### src/rtl/mips_prog_loader_pkg.sv
// Shared types and constants for the MIPS_32 program loader.
//   state_e        : top-level loader sequence
//   dump_phase_e   : per-register sub-sequence while dumping
//   hdr_count_ok() : accepts a header word count against the imem depth
package mips_loader_pkg;

  localparam int BYTES_PER_WORD = 4;
  localparam int HDR_BYTES      = 2;
  localparam int CNT_W          = HDR_BYTES * 8;

  typedef enum logic [2:0] {
    HDR0,
    HDR1,
    LOAD,
    RUN,
    DUMP,
    DONE,
    ERR
  } state_e;

  typedef enum logic [1:0] {
    DPH_ADDR,
    DPH_CAPT,
    DPH_EMIT
  } dump_phase_e;

  function automatic logic hdr_count_ok(input logic [CNT_W-1:0] n, input int unsigned addr_w);
    return (n != '0) && (32'(n) <= (32'd1 << addr_w));
  endfunction

endpackage

### src/rtl/mips_prog_loader_if.sv
// Bus bundle between the loader, the host byte link and the MIPS_32 core.
//   host in : in_valid/in_data -> in_ready
//   host out: out_valid/out_data <- out_ready
//   core    : imem_we/imem_addr/imem_wdata, core_reset, core_halted,
//             rf_raddr -> rf_rdata (one cycle later)
//   status  : busy, done, err
// master = loader side, slave = host/core side.
interface mips_prog_loader_if #(
  parameter int ADDR_W = 10
);
  logic              in_valid;
  logic [7:0]        in_data;
  logic              in_ready;
  logic              imem_we;
  logic [ADDR_W-1:0] imem_addr;
  logic [31:0]       imem_wdata;
  logic              core_reset;
  logic              core_halted;
  logic [4:0]        rf_raddr;
  logic [31:0]       rf_rdata;
  logic              out_valid;
  logic [7:0]        out_data;
  logic              out_ready;
  logic              busy;
  logic              done;
  logic              err;

  modport master (
    input  in_valid, in_data, core_halted, rf_rdata, out_ready,
    output in_ready, imem_we, imem_addr, imem_wdata, core_reset,
           rf_raddr, out_valid, out_data, busy, done, err
  );

  modport slave (
    output in_valid, in_data, core_halted, rf_rdata, out_ready,
    input  in_ready, imem_we, imem_addr, imem_wdata, core_reset,
           rf_raddr, out_valid, out_data, busy, done, err
  );
endinterface

### src/rtl/mips_byte_ser.sv
// Word-to-byte serializer: load a 32-bit word, emit it MSB first over a
// valid/ready stream. last is high on the handshake of the fourth byte.
//   clk, rst      : clock, async active-high reset
//   load, word    : capture a new word (only while idle)
//   out_valid/out_data/out_ready : byte stream
//   last          : fourth byte transferring this cycle
module mips_byte_ser
  import mips_loader_pkg::*;
(
  input  logic        clk,
  input  logic        rst,
  input  logic        load,
  input  logic [31:0] word,
  input  logic        out_ready,
  output logic        out_valid,
  output logic [7:0]  out_data,
  output logic        last
);

  logic [31:0] word_q, word_d;
  logic [1:0]  cnt_q, cnt_d;
  logic        vld_q, vld_d;

  always_comb begin
    word_d = word_q;
    cnt_d  = cnt_q;
    vld_d  = vld_q;
    if (load) begin
      word_d = word;
      cnt_d  = 2'd0;
      vld_d  = 1'b1;
    end else if (vld_q && out_ready) begin
      word_d = {word_q[23:0], 8'h00};
      cnt_d  = cnt_q + 2'd1;
      if (cnt_q == 2'(BYTES_PER_WORD - 1)) vld_d = 1'b0;
    end
  end

  always_ff @(posedge clk or posedge rst) begin
    if (rst) begin
      word_q <= '0;
      cnt_q  <= '0;
      vld_q  <= 1'b0;
    end else begin
      word_q <= word_d;
      cnt_q  <= cnt_d;
      vld_q  <= vld_d;
    end
  end

  // Byte is taken from the top of a register, so it cannot change while stalled.
  assign out_valid = vld_q;
  assign out_data  = word_q[31:24];
  assign last      = vld_q && out_ready && (cnt_q == 2'(BYTES_PER_WORD - 1));

endmodule

### src/rtl/mips_prog_loader.sv
// MIPS_32 program loader / register dumper.
// Receives a 16-bit big-endian word count N followed by N instruction words
// (MSB first), writes them to imem while the core is held in reset, releases
// the core, waits for HLT (bounded by TIMEOUT), then streams R0..R(DUMP_REGS-1)
// out as bytes, MSB first.
//   clk1, rst : clock, async active-high reset
//   bus       : mips_prog_loader_if.master (host streams, imem port,
//               core control, rf debug port, status)
module mips_prog_loader
  import mips_loader_pkg::*;
#(
  parameter int ADDR_W    = 10,
  parameter int DUMP_REGS = 6,
  parameter int TIMEOUT   = 4096
) (
  input  logic                clk1,
  input  logic                rst,
  mips_prog_loader_if.master  bus
);

  state_e            state_q, state_d;
  dump_phase_e       dph_q, dph_d;
  logic [CNT_W-1:0]  n_q, n_d;
  logic [CNT_W-1:0]  widx_q, widx_d;
  logic [1:0]        bidx_q, bidx_d;
  logic [23:0]       shift_q, shift_d;
  logic              we_q, we_d;
  logic [ADDR_W-1:0] addr_q, addr_d;
  logic [31:0]       wdata_q, wdata_d;
  logic              core_reset_q, core_reset_d;
  logic [31:0]       timer_q, timer_d;
  logic [4:0]        raddr_q, raddr_d;

  logic in_ready_c, busy_c, done_c, err_c;
  logic in_xfer;
  logic ser_load, ser_last;

  assign in_xfer = bus.in_valid && in_ready_c;

  // State register
  always_ff @(posedge clk1 or posedge rst) begin
    if (rst) begin
      state_q      <= HDR0;
      dph_q        <= DPH_ADDR;
      n_q          <= '0;
      widx_q       <= '0;
      bidx_q       <= '0;
      shift_q      <= '0;
      we_q         <= 1'b0;
      addr_q       <= '0;
      wdata_q      <= '0;
      core_reset_q <= 1'b1;
      timer_q      <= '0;
      raddr_q      <= '0;
    end else begin
      state_q      <= state_d;
      dph_q        <= dph_d;
      n_q          <= n_d;
      widx_q       <= widx_d;
      bidx_q       <= bidx_d;
      shift_q      <= shift_d;
      we_q         <= we_d;
      addr_q       <= addr_d;
      wdata_q      <= wdata_d;
      core_reset_q <= core_reset_d;
      timer_q      <= timer_d;
      raddr_q      <= raddr_d;
    end
  end

  // Next-state and datapath updates
  always_comb begin
    state_d  = state_q;
    dph_d    = dph_q;
    n_d      = n_q;
    widx_d   = widx_q;
    bidx_d   = bidx_q;
    shift_d  = shift_q;
    we_d     = 1'b0;
    addr_d   = addr_q;
    wdata_d  = wdata_q;
    timer_d  = timer_q;
    raddr_d  = raddr_q;
    ser_load = 1'b0;

    case (state_q)
      HDR0: begin
        if (in_xfer) begin
          n_d     = {bus.in_data, 8'h00};
          state_d = HDR1;
        end
      end
      HDR1: begin
        if (in_xfer) begin
          n_d = {n_q[15:8], bus.in_data};
          if (hdr_count_ok(n_d, ADDR_W)) begin
            state_d = LOAD;
            widx_d  = '0;
            bidx_d  = '0;
          end else begin
            state_d = ERR;
          end
        end
      end
      LOAD: begin
        if (in_xfer) begin
          shift_d = {shift_q[15:0], bus.in_data};
          bidx_d  = bidx_q + 2'd1;
          if (bidx_q == 2'(BYTES_PER_WORD - 1)) begin
            we_d    = 1'b1;
            addr_d  = widx_q[ADDR_W-1:0];
            wdata_d = {shift_q, bus.in_data};
            widx_d  = widx_q + 16'd1;
            // The final write cycle happens in RUN, where the core is still held.
            if (widx_q == n_q - 16'd1) begin
              state_d = RUN;
              timer_d = '0;
            end
          end
        end
      end
      RUN: begin
        if (bus.core_halted) begin
          state_d = DUMP;
          dph_d   = DPH_ADDR;
          raddr_d = '0;
        end else if (timer_q == 32'(TIMEOUT - 1)) begin
          state_d = ERR;
        end else begin
          timer_d = timer_q + 32'd1;
        end
      end
      DUMP: begin
        case (dph_q)
          DPH_ADDR: dph_d = DPH_CAPT;
          DPH_CAPT: begin
            ser_load = 1'b1;
            dph_d    = DPH_EMIT;
          end
          DPH_EMIT: begin
            if (ser_last) begin
              if (raddr_q == 5'(DUMP_REGS - 1)) begin
                state_d = DONE;
              end else begin
                raddr_d = raddr_q + 5'd1;
                dph_d   = DPH_ADDR;
              end
            end
          end
          default: dph_d = DPH_ADDR;
        endcase
      end
      default: ;
    endcase

    // Release lags RUN entry by one cycle so the last imem write sees reset held.
    core_reset_d = !((state_q inside {RUN, DUMP, DONE}) && (state_d != ERR));
  end

  // Outputs decoded from state
  always_comb begin
    in_ready_c = state_q inside {HDR0, HDR1, LOAD};
    busy_c     = !(state_q inside {HDR0, DONE, ERR});
    done_c     = (state_q == DONE);
    err_c      = (state_q == ERR);
  end

  mips_byte_ser u_ser (
    .clk       (clk1),
    .rst       (rst),
    .load      (ser_load),
    .word      (bus.rf_rdata),
    .out_ready (bus.out_ready),
    .out_valid (bus.out_valid),
    .out_data  (bus.out_data),
    .last      (ser_last)
  );

  assign bus.in_ready   = in_ready_c;
  assign bus.imem_we    = we_q;
  assign bus.imem_addr  = addr_q;
  assign bus.imem_wdata = wdata_q;
  assign bus.core_reset = core_reset_q;
  assign bus.rf_raddr   = raddr_q;
  assign bus.busy       = busy_c;
  assign bus.done       = done_c;
  assign bus.err        = err_c;

endmodule

### src/flat_wrapper.sv
// flat-port wrapper written by rule: the top's interface ports become plain ports
module mips_prog_loader_flat import mips_loader_pkg::*;
#(
  parameter int ADDR_W    = 10,
  parameter int DUMP_REGS = 6,
  parameter int TIMEOUT   = 4096
)
  (clk1, rst, bus_in_valid, bus_in_data, bus_core_halted, bus_rf_rdata, bus_out_ready, bus_in_ready, bus_imem_we, bus_imem_addr, bus_imem_wdata, bus_core_reset, bus_rf_raddr, bus_out_valid, bus_out_data, bus_busy, bus_done, bus_err);
  mips_prog_loader_if #(.ADDR_W(ADDR_W)) bus_i ();
  input  logic clk1;
  input  logic rst;
  input wire logic [$bits(bus_i.in_valid)-1:0] bus_in_valid;
  input wire logic [$bits(bus_i.in_data)-1:0] bus_in_data;
  input wire logic [$bits(bus_i.core_halted)-1:0] bus_core_halted;
  input wire logic [$bits(bus_i.rf_rdata)-1:0] bus_rf_rdata;
  input wire logic [$bits(bus_i.out_ready)-1:0] bus_out_ready;
  output wire logic [$bits(bus_i.in_ready)-1:0] bus_in_ready;
  output wire logic [$bits(bus_i.imem_we)-1:0] bus_imem_we;
  output wire logic [$bits(bus_i.imem_addr)-1:0] bus_imem_addr;
  output wire logic [$bits(bus_i.imem_wdata)-1:0] bus_imem_wdata;
  output wire logic [$bits(bus_i.core_reset)-1:0] bus_core_reset;
  output wire logic [$bits(bus_i.rf_raddr)-1:0] bus_rf_raddr;
  output wire logic [$bits(bus_i.out_valid)-1:0] bus_out_valid;
  output wire logic [$bits(bus_i.out_data)-1:0] bus_out_data;
  output wire logic [$bits(bus_i.busy)-1:0] bus_busy;
  output wire logic [$bits(bus_i.done)-1:0] bus_done;
  output wire logic [$bits(bus_i.err)-1:0] bus_err;
  assign bus_i.in_valid = bus_in_valid;
  assign bus_i.in_data = bus_in_data;
  assign bus_i.core_halted = bus_core_halted;
  assign bus_i.rf_rdata = bus_rf_rdata;
  assign bus_i.out_ready = bus_out_ready;
  assign bus_in_ready = bus_i.in_ready;
  assign bus_imem_we = bus_i.imem_we;
  assign bus_imem_addr = bus_i.imem_addr;
  assign bus_imem_wdata = bus_i.imem_wdata;
  assign bus_core_reset = bus_i.core_reset;
  assign bus_rf_raddr = bus_i.rf_raddr;
  assign bus_out_valid = bus_i.out_valid;
  assign bus_out_data = bus_i.out_data;
  assign bus_busy = bus_i.busy;
  assign bus_done = bus_i.done;
  assign bus_err = bus_i.err;
  mips_prog_loader #(.ADDR_W(ADDR_W), .DUMP_REGS(DUMP_REGS), .TIMEOUT(TIMEOUT)) u_core (.clk1(clk1), .rst(rst), .bus(bus_i));
endmodule
### config.mk
export PLATFORM = sky130hd
export DESIGN_NAME = mips_prog_loader_flat
export DESIGN_NICKNAME = d
export VERILOG_FILES = /design/src/rtl/mips_prog_loader_pkg.sv /design/src/rtl/mips_prog_loader_if.sv /design/src/rtl/mips_byte_ser.sv /design/src/rtl/mips_prog_loader.sv /design/src/flat_wrapper.sv
export SDC_FILE = /design/constraint.sdc
export NUM_CORES = 1
export LEC_CHECK = 0
export ABC_AREA = 0
export CAP_MARGIN = 20
export CELL_PAD_IN_SITES_DETAIL_PLACEMENT = 1
export CELL_PAD_IN_SITES_GLOBAL_PLACEMENT = 2
export CORE_ASPECT_RATIO = 0.8
export CORE_MARGIN = 2
export CORE_UTILIZATION = 40
export DETAILED_ROUTE_END_ITERATION = 16
export DONT_BUFFER_PORTS = 1
export PLACE_DENSITY = 0.84
export SKIP_LAST_GASP = 1
export SYNTH_ARGS = -nofsm -noshare
export SYNTH_HDL_FRONTEND = slang
export SYNTH_SLANG_ARGS = --single-unit
### constraint.sdc
create_clock -name clk1 -period 7.1 [get_ports clk1]
set_input_delay 1.42 -clock clk1 [delete_from_list [all_inputs] [get_ports clk1]]
set_output_delay 1.42 -clock clk1 [all_outputs]
set_load 0.01 [all_outputs]
==> summary.md, run 1 <==
| Metric | Value |
|---|---|
| Status | finished clean |
| Min Clock Period, post-route | 4.075 ns |
| Worst endpoint required time | 7.38 ns |
| Register bit total from synthesis | 179 |
| Worst Clk Skew | 0.01901 ns |
| Actual transition at the worst max-transition pin | 1.004 ns |
| CTS tree | yes |
| Vias | 6,619 |
| ANT nets after route | 0 |
| Standard cell area after detailed placement | 0.008778 mm^2 |
| Die span in y | 135.2 um |
| Overall power of the completed layout | 2520 uW |
| Slowest stage cell on the critical path | nor4_4 |
| Destination of the worst register-to-register timing path | u_core.timer_q[27] |
| Hold Path Origin | u_core.shift_q[21] |
| Final count of negative-setup-slack endpoints | 0 |
| Worst hold-check path type | reg2reg |
| Slew Limit Fails | 0 |
| Core Rows | 47 |
| Fraction of layout instances using a drive strength above 1 | 8.797% |
| CTS buffer count | 17 |
| Placeable Area | 0.02088 mm^2 |
| Drt first-iter violations | 350 |
| Clock Path Buffers | 2 |
| CP Max Fanout | 19 |
| Clk Latency, worst-skew pair | 0.45 ns |
| Crit path arrival time | 4.36 ns |
| Count of cells resized by post-cts repair | 0 |
| I/O pin total | 107 |
| Number of buffer and inverter instances along the worst setup path | 0 |
| Gp weighted congestion | 0.8011 |
| Syn avg cell area | 9.402 um^2 |
| Clock transition time at the flip-flop clock pins of the worst setup and hold paths | 0.07 ns |
| Sequential cell area | 0.004481 mm^2 |
| Most frequent standard cell in the layout excluding fill and tap cells | nand2_1 |
| Average wire per standard cell | 19.33 um |
| Worst setup timing slack at the placement stage | 2.482 ns |
| Tightest slew margin relative to the limit | 32.54% |
| Starting utilization of the core area | 41.25% |
| Longest individual stage delay on the worst path | 0.79 ns |
| Post-DP HPWL | 14,990 um |
| Sequential fraction of the synthesis area | 52.03% |
| Pin count of the biggest net entering global routing | 72 |
| Power density relative to cell area | 268.3 mW/mm^2 |
| Number of synthesis warnings | 0 |
| CP Capture Type | flop |
| Leakage Power | 0.004510 uW |
| Number of fillers in the final layout | 2,363 |
| Area delta synth->final | 9.095% |
| Crit share post-route | 57.40% |
| Clock sink total | 179 |
| Total wirelength of the detailed-routed design | 22,560 um |
| Total Nets Final | 937 |
| Setup total negative slack | 0 ns |
| Synth Instances | 916 |
| CTS Root Cell | clkbuf_16 |
| Number of setup buffers added after CTS | 0 |
| Critical path, cell by cell | or4_1 -> o31ai_1 -> nand3_1 -> nor4_4 -> o22ai_2 -> nor4_1 -> xnor2_1 -> nor2_1 |
| Post-Synthesis Net Count | 968 |
| First-pass GRT wire length | 36,920 um |
| Number of vias per cell | 5.672 |
| Area of the mapped netlist | 0.008612 mm^2 |
| Endpoints failing hold | 0 |
| Hold buffer count at CTS | 0 |
| Share of the core filled with cells | 45.00% |
| Cell count of the worst hold path | 2 |
| Finished layout cell area | 0.009395 mm^2 |
| Category of the most critical setup path | in2reg |
| Register-to-Register Path Depth | 10 |
| Number of maximum-capacitance constraint violations | 0 |
| Library cells used by synthesis | 53 |
| F_max | 245.4 MHz |
| Unrepaired setup endpoints after global routing | no |
| DRC violations left | 0 |
| Number of enable-type register cells in the synthesized netlist | 0 |
| Primary FF master, synth | dfrtp_1 |
| End point of the most critical hold path | u_core.bus.imem_wdata[29] |
| Initial antenna violation count | 0 |
| Launching element type of the critical path | input port |
| Number of global-route vias before repair | 6,704 |
| Port Buffer Count | 0 |
| Full die area | 0.02273 mm^2 |
| Antenna cell count | 0 |
| RR Startpoint | u_core.state_q[2] |
| Kind of cell adding the most delay to the critical path | simple AND/OR/NAND/NOR gates |
| TritonRoute pass-1 iters | 4 |
| Post-synth ARST share | 100.0% |
| Setup slack, reg-to-reg | 3.39 ns |
| Area of the multi-input gates | 0.003854 mm^2 |
| H-tree depth | 4 |
| Leftover overflow at the end of global routing | 0 |
| Setup WS post-layout | 3.025 ns |
| Most used cells in the layout excluding fill and tap cells | nand2_1, dfrtp_1, a21oi_1 |
| Horizontal die dimension | 168.1 um |
| IR drop worst, VDD | 141.7 uV |
| Aggregate global-route resource usage | 20.48% |
Yosys cell counts (4+ instances only):
cell	count	area [um^2]
a21oi_1	68	340.3
a22o_1	10	87.58
and3_1	20	125.1
and4b_1	4	40.04
buf_1	6	22.52
buf_4	8	60.06
clkbuf_1	41	153.9
dfrtp_1	178	4454
ha_1	7	87.58
inv_1	7	26.28
mux2_2	26	292.8
mux2i_1	27	270.3
nand2_1	208	780.8
nand2b_1	5	31.28
nand3_1	39	195.2
nand4_1	21	131.4
nor2_1	62	232.7
nor3_1	15	75.07
nor4_1	9	56.30
o21ai_0	33	165.2
o31ai_1	12	90.09
or3_1	25	156.4
or4_1	15	112.6
xnor2_1	20	175.2
xor2_1	11	96.34
worst max path at each step:
stage                         from            endpoint  slack (ns)  cells after the start
floorplan                      rst    u_core.bidx_q[0]        0.82                      1
finish              bus_in_data[0]   u_core.widx_q[14]        3.02                      8
global route        bus_in_data[0]   u_core.widx_q[13]        2.89                      8
global placement      bus_in_valid  u_core.timer_q[27]        2.56                      8
detailed placement    bus_in_valid  u_core.timer_q[27]        2.48                      8
CTS                   bus_in_valid  u_core.timer_q[27]        2.95                      8
state kept, by name, indices dropped and copies added (netlist names):
signal and flops:
u_core.u_ser.word_q 32, u_core.bus.imem_addr 10, u_core.u_ser.cnt_q 2, u_core.timer_q 32
u_core.bus.core_reset 1, u_core.bus.imem_we 1, u_core.widx_q 16, u_core.dph_q 2
u_core.bus.rf_raddr 5, u_core.u_ser.out_valid 1, u_core.bus.imem_wdata 32, u_core.state_q 3
u_core.bidx_q 2, u_core.shift_q 24, u_core.n_q 16
per-stage QoR:
stage	hold slack (ns)	cells
6_report	0.4680	1167
3_5_place_dp	0.4621	1134
3_3_place_gp	0.4532	1133
2_1_floorplan	0.4386	916
5_1_grt	0.4932	1167
4_1_cts	0.4740	1166
power breakdown:
group | internal (uW) | switching (uW)
Sequential | 1150 | 163
Clock | 473 | 470
Combinational | 106 | 154
layer usage:
layer  vias up  track usage (%)  part of all wire (%)
met1      3363            29.78                    50
met3        18            4.908                   4.7
met4         0            5.316                   1.1
met2       106            30.81                    44
li1       3132                -                     -
met5         -                0                     0
final cells by class:
cell class,instances,area share [%]
clock buffers,18,4.568
clock inverters,14,1.705
inverters,8,0.3729
multi-input cells,671,41.02
flip-flops and latches,179,47.69
well taps,269,3.582
repair buffers,8,1.065
worst reg2reg max path: stages (launching register included):
cell,delay [ns]
dfrtp_1,0.57
nor2_1,0.32
and3_1,0.52
buf_16,0.22
nand2_1,0.10
inv_2,0.07
o22a_1,0.82
and2_1,0.30
nand2_1,0.11
or4_1,0.50
a21oi_1,0.15
logic make-up after synthesis:
| group | Yosys count | synth area share (%) |
|---|---|---|
| simple gates | 441 | 24.36 |
| flops | 179 | 52.03 |
| compound gates | 137 | 9.299 |
| buf+inv | 66 | 3.342 |
| mux | 55 | 6.799 |
| xor+xnor | 31 | 3.153 |
| fa+ha+maj | 7 | 1.017 |
(Power assumes the default switching activity.)
==> inputs of run 2 (changes only) <==
--- a/config.mk
+++ b/config.mk
@@ -11,10 +11,10 @@
 export CELL_PAD_IN_SITES_GLOBAL_PLACEMENT = 2
 export CORE_ASPECT_RATIO = 0.8
 export CORE_MARGIN = 2
-export CORE_UTILIZATION = 40
+export CORE_UTILIZATION = 36
 export DETAILED_ROUTE_END_ITERATION = 16
 export DONT_BUFFER_PORTS = 1
-export PLACE_DENSITY = 0.84
+export PLACE_DENSITY = 0.8
 export SKIP_LAST_GASP = 1
 export SYNTH_ARGS = -nofsm -noshare
 export SYNTH_HDL_FRONTEND = slang
==> constraint.sdc (replaced) <==
create_clock -name clk1 -period 3.66 [get_ports clk1]
set_input_delay 0.732 -clock clk1 [delete_from_list [all_inputs] [get_ports clk1]]
set_output_delay 0.732 -clock clk1 [all_outputs]
set_load 0.01 [all_outputs]
==> summary.md, run 2 (same netlist as run 1, synthesis figures left out) <==
| Metric | Value |
|---|---|
| Worst hold-check path type | in2async |
| Part of the total power dissipated in the clock network | 39.3% |
| Min Clock Period, post-route | 3.195 ns |
| Setup total negative slack | 0 ns |
| Pin count of the biggest net entering global routing | 63 |
| Power density relative to cell area | 530.8 mW/mm^2 |
| Number of vias per cell | 5.373 |
| Aggregate global-route resource usage | 18.90% |
| Status | finished clean |
| Net load switching power | 1571 uW |
| Antenna cell count | 0 |
| Slew Limit Fails | 0 |
| Endpoints failing hold | 0 |
| Clock Path Buffers | 2 |
| Post-Route Hold Slack | 0.2191 ns |
| Number of global-route vias before repair | 6,698 |
| Average wire per standard cell | 18.85 um |
| Number of buffer and inverter instances along the worst setup path | 2 |
| Kind of cell adding the most delay to the critical path | simple AND/OR/NAND/NOR gates |
| Instance count after placement with tap cells included | 1,188 |
| Leakage Power | 0.004592 uW |
| Number of fillers in the final layout | 2,659 |
| Area delta synth->final | 11.35% |
| CTS Root Cell | clkbuf_16 |
| Core Rows | 50 |
| Clk Latency, worst-skew pair | 0.45 ns |
| ANT nets after route | 0 |
| Switching share of power | 30.86% |
| Drt first-iter violations | 376 |
| Unrepaired setup endpoints after global routing | no |
| Leftover overflow at the end of global routing | 0 |
| Setup WS post-layout | 0.4653 ns |
| Worst Clk Skew | 0.03163 ns |
| Placeable Area | 0.02346 mm^2 |
| Clock sink total | 179 |
| Vias | 6,555 |
| Initial antenna violation count | 0 |
| CTS tree | yes |
| IR drop worst, VDD | 316.3 uV |
| Launching element type of the critical path | flop |
| Hold buffer count at CTS | 0 |
| Final instance count without filler cells | 1,220 |
| H-tree depth | 4 |
| Tightest slew margin relative to the limit | 30.17% |
| Die span in y | 142.3 um |
| Crit path arrival time | 3.56 ns |
| Total Nets Final | 947 |
| Port Buffer Count | 0 |
| First-pass GRT wire length | 37,380 um |
| Slowest stage cell on the critical path | or4_1 |
| Worst setup timing slack at the placement stage | 0.5047 ns |
| Critical path, cell by cell | inv_1 -> ha_1 -> nand2b_1 -> o21ai_0 -> o2111ai_1 -> nor4b_1 -> and4b_1 -> a21oi_2 -> buf_12 -> or4_1 -> a21oi_1 |
| TritonRoute pass-1 iters | 4 |
| Internal cell power | 3519 uW |
| Clock transition time at the flip-flop clock pins of the worst setup and hold paths | 0.08 ns |
| I/O pin total | 107 |
| Total wirelength of the detailed-routed design | 23,000 um |
| Starting utilization of the core area | 36.71% |
| Post-DP HPWL | 15,510 um |
| Actual transition at the worst max-transition pin | 1.048 ns |
| Longest individual stage delay on the worst path | 0.52 ns |
| Most used cells in the layout excluding fill and tap cells | nand2_1, dfrtp_1, a21oi_1 |
| Crit share post-route | 87.29% |
| Fraction of power consumed by combinational cells | 10.5% |
| DRC violations left | 0 |
| Count of cells resized by post-cts repair | 0 |
| Full die area | 0.02518 mm^2 |
| Most frequent standard cell in the layout excluding fill and tap cells | nand2_1 |
| CP Capture Type | flop |
| Gp weighted congestion | 0.7847 |
| CP Max Fanout | 61 |
| F_max | 313.0 MHz |
| Fraction of layout instances using a drive strength above 1 | 9.912% |
| Category of the most critical setup path | reg2reg |
| Number of setup buffers added after CTS | 0 |
| Seq pwr share | 50.2% |
| Number of maximum-capacitance constraint violations | 0 |
| Final count of negative-setup-slack endpoints | 0 |
| Worst endpoint required time | 4.02 ns |
| Overall power of the completed layout | 5090 uW |
| CTS buffer count | 17 |
| Horizontal die dimension | 176.9 um |
## run 2: cell types whose count changed in the layout (fill, tap and decap cells not counted), moves of 2 or more
cell / change
buf_4: +8
clkinv_4: -2
buf_12: +3
buf_16: -2
bufinv_16: +2
clkinv_8: +3
## run 2: area by class of cell
type | count | area, um^2 | share of cell area, %
Clock inverter | 15 | 232.7 | 2.427
Inverter | 8 | 33.78 | 0.3523
Sequential cell | 179 | 4481 | 46.72
Tap cell | 312 | 390.4 | 4.071
Clock buffer | 17 | 425.4 | 4.436
Timing Repair Buffer | 18 | 180.2 | 1.879
Multi-Input combinational cell | 671 | 3846 | 40.11
## run 2: path summary, 6_finish.rpt
path | start | to | slack, ns | depth (start not counted)
min in group clk1 | bus_in_data[2] | u_core.shift_q[2] | 0.40 | 2
hold reg to reg | u_core.shift_q[21] | u_core.bus.imem_wdata[29] | 0.48 | 2
setup reg to reg | u_core.n_q[0] | u_core.timer_q[31] | 0.47 | 11
hold / removal | rst | u_core.shift_q[18] | 0.22 | 1
setup / recovery | u_core.n_q[0] | u_core.timer_q[31] | 0.47 | 11
max in group asynchronous | rst | u_core.timer_q[28] | 2.69 | 2
## run 2: power groups by stage
stage	combinational [uW]	clock (uW)	sequential, uW
finish	534	2000	2550
CTS	549	2060	2560
detailed placement	544	0	2600
floorplan	413	0	2510
global route	625	2140	2600
global placement	517	0	2590
## run 2: metal layers
layer	routed length, um	track usage (%)
met1	11260	26.83
met2	10510	29.32
met3	1088	4.674
met4	142	3.871
met5	0	0
## run 2: worst register-to-register path: cells and delay by family (launching register included)
| family | cells | cell delay, ns |
|---|---|---|
| and+or+nand+nor | 4 | 1.37 |
| AOI/OAI and AO/OA | 4 | 0.65 |
| DFF | 1 | 0.46 |
| adders and majority gates | 1 | 0.33 |
| buffers and inverters | 2 | 0.31 |
## run 2: metrics by stage
step	cell area [um^2]	utilization, %
after floorplan	8616	-
after detailed placement	8931	38.07
final	9589	40.87
after CTS	9589	40.87
after global placement	8916	38.01
after global routing	9589	40.87
==> inputs of run 3 (changes only) <==
--- a/config.mk
+++ b/config.mk
@@ -14,6 +14,7 @@
 export CORE_UTILIZATION = 36
 export DETAILED_ROUTE_END_ITERATION = 16
 export DONT_BUFFER_PORTS = 1
+export GPL_ROUTABILITY_DRIVEN = 0
 export PLACE_DENSITY = 0.8
 export SKIP_LAST_GASP = 1
 export SYNTH_ARGS = -nofsm -noshare
==> results of run 3 <==
No change in the layout: final DEF, timing and power equal those of run 2.
